<file path="src/rtl/pulse_train_gen.sv">
// Multi-channel pulse train generator. One synchronized trigger edge starts a
// sequence: each channel waits its own delay, then drives a pulse of its own
// duration. All timing is counted in ticks of a single-clock prescaler enable.
module pulse_train_gen #(
  parameter int N_CH  = 4,
  parameter int CNT_W = 17
) (
  input  logic                  clk_Pulse,
  input  logic                  rst_n,
  input  logic [1:0]            CHTS,
  input  logic [1:0]            pl_mlt,
  input  logic                  PL_start,
  input  logic                  PL_launch,
  input  logic [N_CH*CNT_W-1:0] delay,
  input  logic [N_CH*CNT_W-1:0] duration,
  output logic [N_CH-1:0]       PL_out,
  output logic                  launch_DL,
  output logic                  busy
);

  // Wide enough to hold 99999, the terminal count of the slowest timebase.
  localparam int PS_W = 17;

  typedef enum logic [1:0] {CH_IDLE, CH_DELAY, CH_HIGH, CH_DONE} ch_state_e;

  logic [1:0]       start_sync_q, launch_sync_q, flush_q;
  logic             armed_q, armed_d;
  logic [1:0]       chts_q, chts_d, mlt_q, mlt_d;
  logic             busy_q, busy_d, launch_q, launch_d;
  logic [N_CH-1:0]  pl_q, pl_d;
  logic [PS_W-1:0]  presc_q, presc_d, term_w;
  ch_state_e        st_q [N_CH];
  ch_state_e        st_d [N_CH];
  logic [CNT_W-1:0] dcnt_q [N_CH];
  logic [CNT_W-1:0] dcnt_d [N_CH];
  logic [CNT_W-1:0] hcnt_q [N_CH];
  logic [CNT_W-1:0] hcnt_d [N_CH];
  logic [CNT_W-1:0] dur_q  [N_CH];
  logic [CNT_W-1:0] dur_d  [N_CH];
  logic             active_w, trig_w, start_w, tick_w, all_done_w;

  function automatic logic sel_trig(input logic [1:0] src, input logic s, input logic l);
    logic r;
    case (src)
      2'd1:    r = s;
      2'd2:    r = l;
      default: r = 1'b0;
    endcase
    return r;
  endfunction

  // Prescaler terminal count (period minus one); frozen mode never reaches a tick.
  function automatic logic [PS_W-1:0] tick_term(input logic [1:0] m);
    logic [PS_W-1:0] r;
    case (m)
      2'd1:    r = PS_W'(99);
      2'd2:    r = PS_W'(99999);
      default: r = '0;
    endcase
    return r;
  endfunction

  // Trigger qualification, tick generation and per-channel next-state logic.
  always_comb begin
    active_w   = busy_q | launch_q;
    // While a sequence (or its completion hold) is live, only the latched source matters.
    trig_w     = sel_trig(active_w ? chts_q : CHTS, start_sync_q[1], launch_sync_q[1]);
    start_w    = !active_w && armed_q && trig_w;
    term_w     = tick_term(mlt_q);
    tick_w     = (mlt_q != 2'd3) && (presc_q == term_w);
    // Arm only once the synchronizers hold real samples, so a trigger that is
    // already high when reset releases is not mistaken for a rising edge.
    armed_d    = flush_q[1] & ~trig_w;
    all_done_w = 1'b1;
    for (int i = 0; i < N_CH; i++) begin
      if (st_q[i] != CH_DONE) all_done_w = 1'b0;
    end

    presc_d  = (start_w || presc_q == term_w) ? '0 : presc_q + PS_W'(1);
    chts_d   = chts_q;
    mlt_d    = mlt_q;
    busy_d   = busy_q;
    launch_d = launch_q;
    for (int i = 0; i < N_CH; i++) begin
      st_d[i]   = st_q[i];
      dcnt_d[i] = dcnt_q[i];
      hcnt_d[i] = hcnt_q[i];
      dur_d[i]  = dur_q[i];
    end

    if (start_w) begin
      chts_d   = CHTS;
      mlt_d    = pl_mlt;
      busy_d   = 1'b1;
      launch_d = 1'b0;
      for (int i = 0; i < N_CH; i++) begin
        st_d[i]   = CH_DELAY;
        dcnt_d[i] = delay[i*CNT_W +: CNT_W];
        dur_d[i]  = duration[i*CNT_W +: CNT_W];
      end
    end else if (active_w && !trig_w) begin
      busy_d   = 1'b0;
      launch_d = 1'b0;
      for (int i = 0; i < N_CH; i++) st_d[i] = CH_IDLE;
    end else if (busy_q) begin
      for (int i = 0; i < N_CH; i++) begin
        case (st_q[i])
          CH_DELAY: begin
            if (dcnt_q[i] == '0) begin
              if (dur_q[i] == '0) begin
                st_d[i] = CH_DONE;
              end else begin
                st_d[i]   = CH_HIGH;
                // A tick coinciding with entry (only at 1 clk/tick) already counts.
                hcnt_d[i] = dur_q[i] - CNT_W'(tick_w);
              end
            end else if (tick_w) begin
              dcnt_d[i] = dcnt_q[i] - CNT_W'(1);
            end
          end
          CH_HIGH: begin
            if (hcnt_q[i] == '0) st_d[i] = CH_DONE;
            else if (tick_w)     hcnt_d[i] = hcnt_q[i] - CNT_W'(1);
          end
          default: ;
        endcase
      end
      if (all_done_w) begin
        busy_d   = 1'b0;
        launch_d = 1'b1;
      end
    end

    for (int i = 0; i < N_CH; i++) pl_d[i] = (st_d[i] == CH_HIGH);
  end

  // Control state, synchronizers and registered outputs.
  always_ff @(posedge clk_Pulse or negedge rst_n) begin
    if (!rst_n) begin
      start_sync_q  <= '0;
      launch_sync_q <= '0;
      flush_q       <= '0;
      armed_q       <= 1'b0;
      chts_q        <= '0;
      mlt_q         <= '0;
      busy_q        <= 1'b0;
      launch_q      <= 1'b0;
      pl_q          <= '0;
      presc_q       <= '0;
      for (int i = 0; i < N_CH; i++) st_q[i] <= CH_IDLE;
    end else begin
      start_sync_q  <= {start_sync_q[0], PL_start};
      launch_sync_q <= {launch_sync_q[0], PL_launch};
      flush_q       <= {flush_q[0], 1'b1};
      armed_q       <= armed_d;
      chts_q        <= chts_d;
      mlt_q         <= mlt_d;
      busy_q        <= busy_d;
      launch_q      <= launch_d;
      pl_q          <= pl_d;
      presc_q       <= presc_d;
      for (int i = 0; i < N_CH; i++) st_q[i] <= st_d[i];
    end
  end

  // Per-channel counters and latched durations; always loaded before use.
  always_ff @(posedge clk_Pulse) begin
    for (int i = 0; i < N_CH; i++) begin
      dcnt_q[i] <= dcnt_d[i];
      hcnt_q[i] <= hcnt_d[i];
      dur_q[i]  <= dur_d[i];
    end
  end

  assign PL_out    = pl_q;
  assign launch_DL = launch_q;
  assign busy      = busy_q;

endmodule

</file>
<file path="config.mk">
export PLATFORM = sky130hd
export DESIGN_NAME = pulse_train_gen
export DESIGN_NICKNAME = d
export VERILOG_FILES = /design/src/rtl/pulse_train_gen.sv
export SDC_FILE = /design/constraint.sdc
export NUM_CORES = 1
export LEC_CHECK = 0
export ABC_AREA = 1
export CAP_MARGIN = 20
export CORE_ASPECT_RATIO = 1.2
export CORE_MARGIN = 2
export CORE_UTILIZATION = 50
export CTS_CLUSTER_DIAMETER = 60
export CTS_CLUSTER_SIZE = 20
export DETAILED_ROUTE_END_ITERATION = 7
export PLACE_DENSITY_LB_ADDON = 0.15
export SLEW_MARGIN = 20
export SYNTH_ARGS = -nofsm -noshare
export SYNTH_HDL_FRONTEND = slang
export SYNTH_SLANG_ARGS = --single-unit
export TNS_END_PERCENT = 50
</file>
<file path="constraint.sdc">
create_clock -name clk_Pulse -period 3 [get_ports clk_Pulse]
set_input_delay 0.9 -clock clk_Pulse [delete_from_list [all_inputs] [get_ports clk_Pulse]]
set_output_delay 0.9 -clock clk_Pulse [all_outputs]
set_load 0.005 [all_outputs]
</file>
==> key figures <==
Clock network
  • Sink count of the clock tree: 246
  • CTS H-tree depth: 1
  • Insertion delay of the later-clocked pin in the worst-skew pair: 0.52 ns
  • Clock tree buffer depth: 3
  • Number of clock buffers inserted by TritonCTS: 23
  • Clock tree from TritonCTS: yes
  • Register clock-pin slew on the reported worst setup and hold paths: approximately 0.08 ns
  • Root Buffer Master: clkbuf_16

Pwr
  • Leakage power figure: approximately 7 nW
  • Pwr per Cell Area: 527 mW/mm²
  • IR drop worst, VDD: 0.503 mV
  • Post-route total power: 9.39 mW

Global routing
  • Number of global-route vias before repair: 11400
  • Pin count of the biggest net entering global routing: 30
  • First-pass GRT wire length: 52800 µm
  • Overflow left after global routing: 0
  • Number of antenna violations at the first check in global routing: 0
  • Total routing usage reported by global routing: ~22%

Place
  • PortBufs: 149
  • RePlAce Congestion: 0.903
  • Setup WS pre-CTS: -0.377 ns
  • HPWL after detailed placement: ~24000 µm

Synth
  • Proportion of synthesized flip-flops having asynchronous set or reset: ~17%
  • Sequential share of the synthesized area: 50.9%
  • Post-synth top area share: 43.4%
  • List of most frequent post-synthesis cells: 333 x nand2_1, 237 x nor2_1, 204 x edfxtp_1
  • Post-synth EDFFs: 204
  • Number of storage elements in the synthesis netlist: 246
  • Number of nets in the synthesized netlist: 1780
  • Mean Syn Cell Area: 8.83 µm²
  • Area contributors post-synth: edfxtp_1 43%, nand2_1 8.9%, dfrtp_1 7.5%, nor2_1 6.3%, inv_1 4.5%
  • Post-synthesis instance area: 0.0141 mm²
  • Cell type with the highest aggregate area in the netlist: edfxtp_1
  • Most common cell in the synthesized netlist: nand2_1
  • Main synth FF type: edfxtp_1
  • Count of cell types in the netlist: 48
  • Synthesized netlist cell count: 1598
  • Number of warnings reported in the yosys synthesis log: 0

STA
  • Period utilization: between 90% and 100%
  • Final min period: 2.86 ns
  • Hold WS: between 0.2 and 0.3 ns
  • Maximum achievable frequency: ~350 MHz
  • Transition time at the pin with the least slew margin: about 0.55 ns
  • Post-route setup slack: 0.136 ns
  • Final-report setup violation count: 0
  • Slew HR: a little over three fifths
  • Final Hold Vio Count: 0
  • Final Max Slew Viols: 0
  • Clock Skew: 0.0154 ns
  • RSZ-0062 raised after global routing: yes

Worst setup path
  • Worst Setup Start Kind: register
  • Cells on worst reg2reg path: 18
  • Critical path data required time: 3.28 ns
  • Critical path fanouts, max: 6
  • Critical register-to-register path endpoint: hcnt_q[3][14]
  • Setup CP Type: register to register
  • R2R Setup Slk: 0.14 ns
  • Crit Reg-Reg Startpoint: mlt_q[1]
  • Critical path arrival: 3.14 ns
  • Endpoint type of the worst setup path: register

Layout
  • Nets: approximately 2000
  • Fillcell total: 2388
  • Layout Utilization: 64.0%
  • Ant diodes: 0
  • Area of all sequential standard cells: 0.00718 mm²
  • Fraction of final layout cells with drive strength greater than 1: 13.7%
  • Multi-input combinational cell area: 0.00641 mm²
  • Area growth from synthesis to layout: 26.4%

Floorplanning
  • Area of the die: 0.0296 mm²
  • Die extent in x: 157 µm
  • Initial core utilization: 50.7%
  • FP Rows: 67
  • Core region area: 0.0278 mm²
  • Die height: 188 µm
  • I/O pin count: 150

Route
  • Via density per instance: just over 5
  • Detailed Routing Iterations Pass 1: 5
  • First DRT Iteration DRCs: around 560
  • DRC violation count after routing: 0
  • Count of nets left with antenna violations after detail routing: 0
  • Routed len/inst: between 10 and 15 µm
  • Via count of the routed design: 11500
  • Final WL: 32600 µm

Outcome
  • Run status: finished clean

Hold path
  • Min-Delay Path Class: primary input to asynchronous set/reset pin

Job
  • Maxcap violations: 0
[cells in the final DEF (no fill, tap or decap), drive strengths merged, types with 2 or more instances in the layout]
master	count
o31ai	4
xnor2	37
clkbuf	25
inv	180
o21ai	126
nor4	8
a22oi	5
a32oi	7
a31oi	39
nor3	40
buf	86
clkinv	8
nand3	67
ha	38
nor3b	3
clkdlybuf4s50	148
mux2i	5
xor2	55
o211ai	4
nand4	29
o21a	6
edfxtp	204
a21oi	35
nand2	339
o22ai	2
a31o	3
clkinvlp	2
nand3b	11
or2	11
nor2	269
dfrtp	42
[per-layer routing]
metal	global-route usage [%]	up-vias	part of all wire, %
met5	0	-	0
met4	5.49	0	1.9
met3	2.77	43	4.6
met2	38.7	251	51
met1	28.2	5350	43
li1	-	5845	-
[flip-flops by register name, summed over array words and instances, names as in the netlist]
name / count
PL_out: 4
flush_q: 2
launch_DL: 1
armed_q: 1
launch_sync_q: 2
hcnt_q: 68
st_q: 8
start_sync_q: 2
mlt_q: 2
chts_q: 2
presc_q: 17
busy: 1
dur_q: 68
dcnt_q: 68
[area by class of cell]
cell class	instances	area share (%)
Clock inverter	16	1.02
Sequential cell	246	40.3
Clock buffer	25	3.33
Tap cell	379	2.66
Timing Repair Buffer	234	13.1
Inverter	174	3.69
Multi-Input combinational cell	1148	36.0
[cells by family (layout without fill, tap and decap cells)]
family | Yosys count | in the layout | synth area share (%)
buf+inv | 204 | 449 | 5.73
other cells | 1 | 1 | 0.0266
mux | 5 | 5 | 0.355
compound gates | 233 | 233 | 9.30
simple gates | 779 | 779 | 24.6
fa+ha+maj | 38 | 38 | 3.37
flops | 246 | 246 | 50.9
xor+xnor | 92 | 92 | 5.71
[power breakdown]
part / total [mW] / internal, mW / leakage [nW] / switching (mW)
Sequential: 4.23 / 4.03 / 2.39 / 0.200
Clock: 2.96 / 1.53 / 0.373 / 1.44
Combinational: 2.20 / 1.00 / 4.06 / 1.19
[worst max-delay path by stage]
stage / cells past startpoint / start / to / slack, ns
after floorplan: 13 / CHTS[1] / dcnt_q[2][0] / -0.12
after global placement: 15 / CHTS[1] / dcnt_q[0][15] / -0.34
after detailed placement: 15 / CHTS[1] / dcnt_q[0][15] / -0.38
after CTS: 18 / mlt_q[0] / hcnt_q[3][14] / 0.003
after global routing: 19 / mlt_q[0] / hcnt_q[3][14] / -0.08
final: 18 / mlt_q[1] / hcnt_q[3][14] / 0.14
[worst max-delay path, stage by stage (launching register included)]
cell	delay (ns)
dfrtp_1	0.42
ha_4	0.29
inv_2	0.03
nand2_2	0.05
nand4_1	0.14
nor3b_4	0.24
nand3_2	0.14
clkinv_4	0.14
ha_4	0.17
ha_4	0.13
inv_2	0.04
nor2_4	0.11
nand2_2	0.08
nor2_4	0.15
nand4_1	0.12
nor2_1	0.15
xor2_1	0.08
nand2_1	0.08
nand2_1	0.06
[stage by stage]
stage | instances | instance area, µm² | setup TNS, ns
2_1_floorplan | 1598 | 14100 | -8.25
3_3_place_gp | 2173 | 16700 | -61.47
3_5_place_dp | 2173 | 16700 | -68.80
4_1_cts | 2216 | 17500 | 0
5_1_grt | 2222 | 17800 | -0.262
6_report | 2222 | 17800 | 0
[what timing repair did]
| item | 4_1_cts | 5_1_grt |
|---|---|---|
| gates resized for setup | 4 | 69 |
| pin swaps | 0 | 20 |
| buffers inserted | 2 | 6 |
| setup endpoints to repair | 23 | 104 |
| hold buffers | 0 | 0 |
No activity file was read; power rests on OpenSTA's default activity.
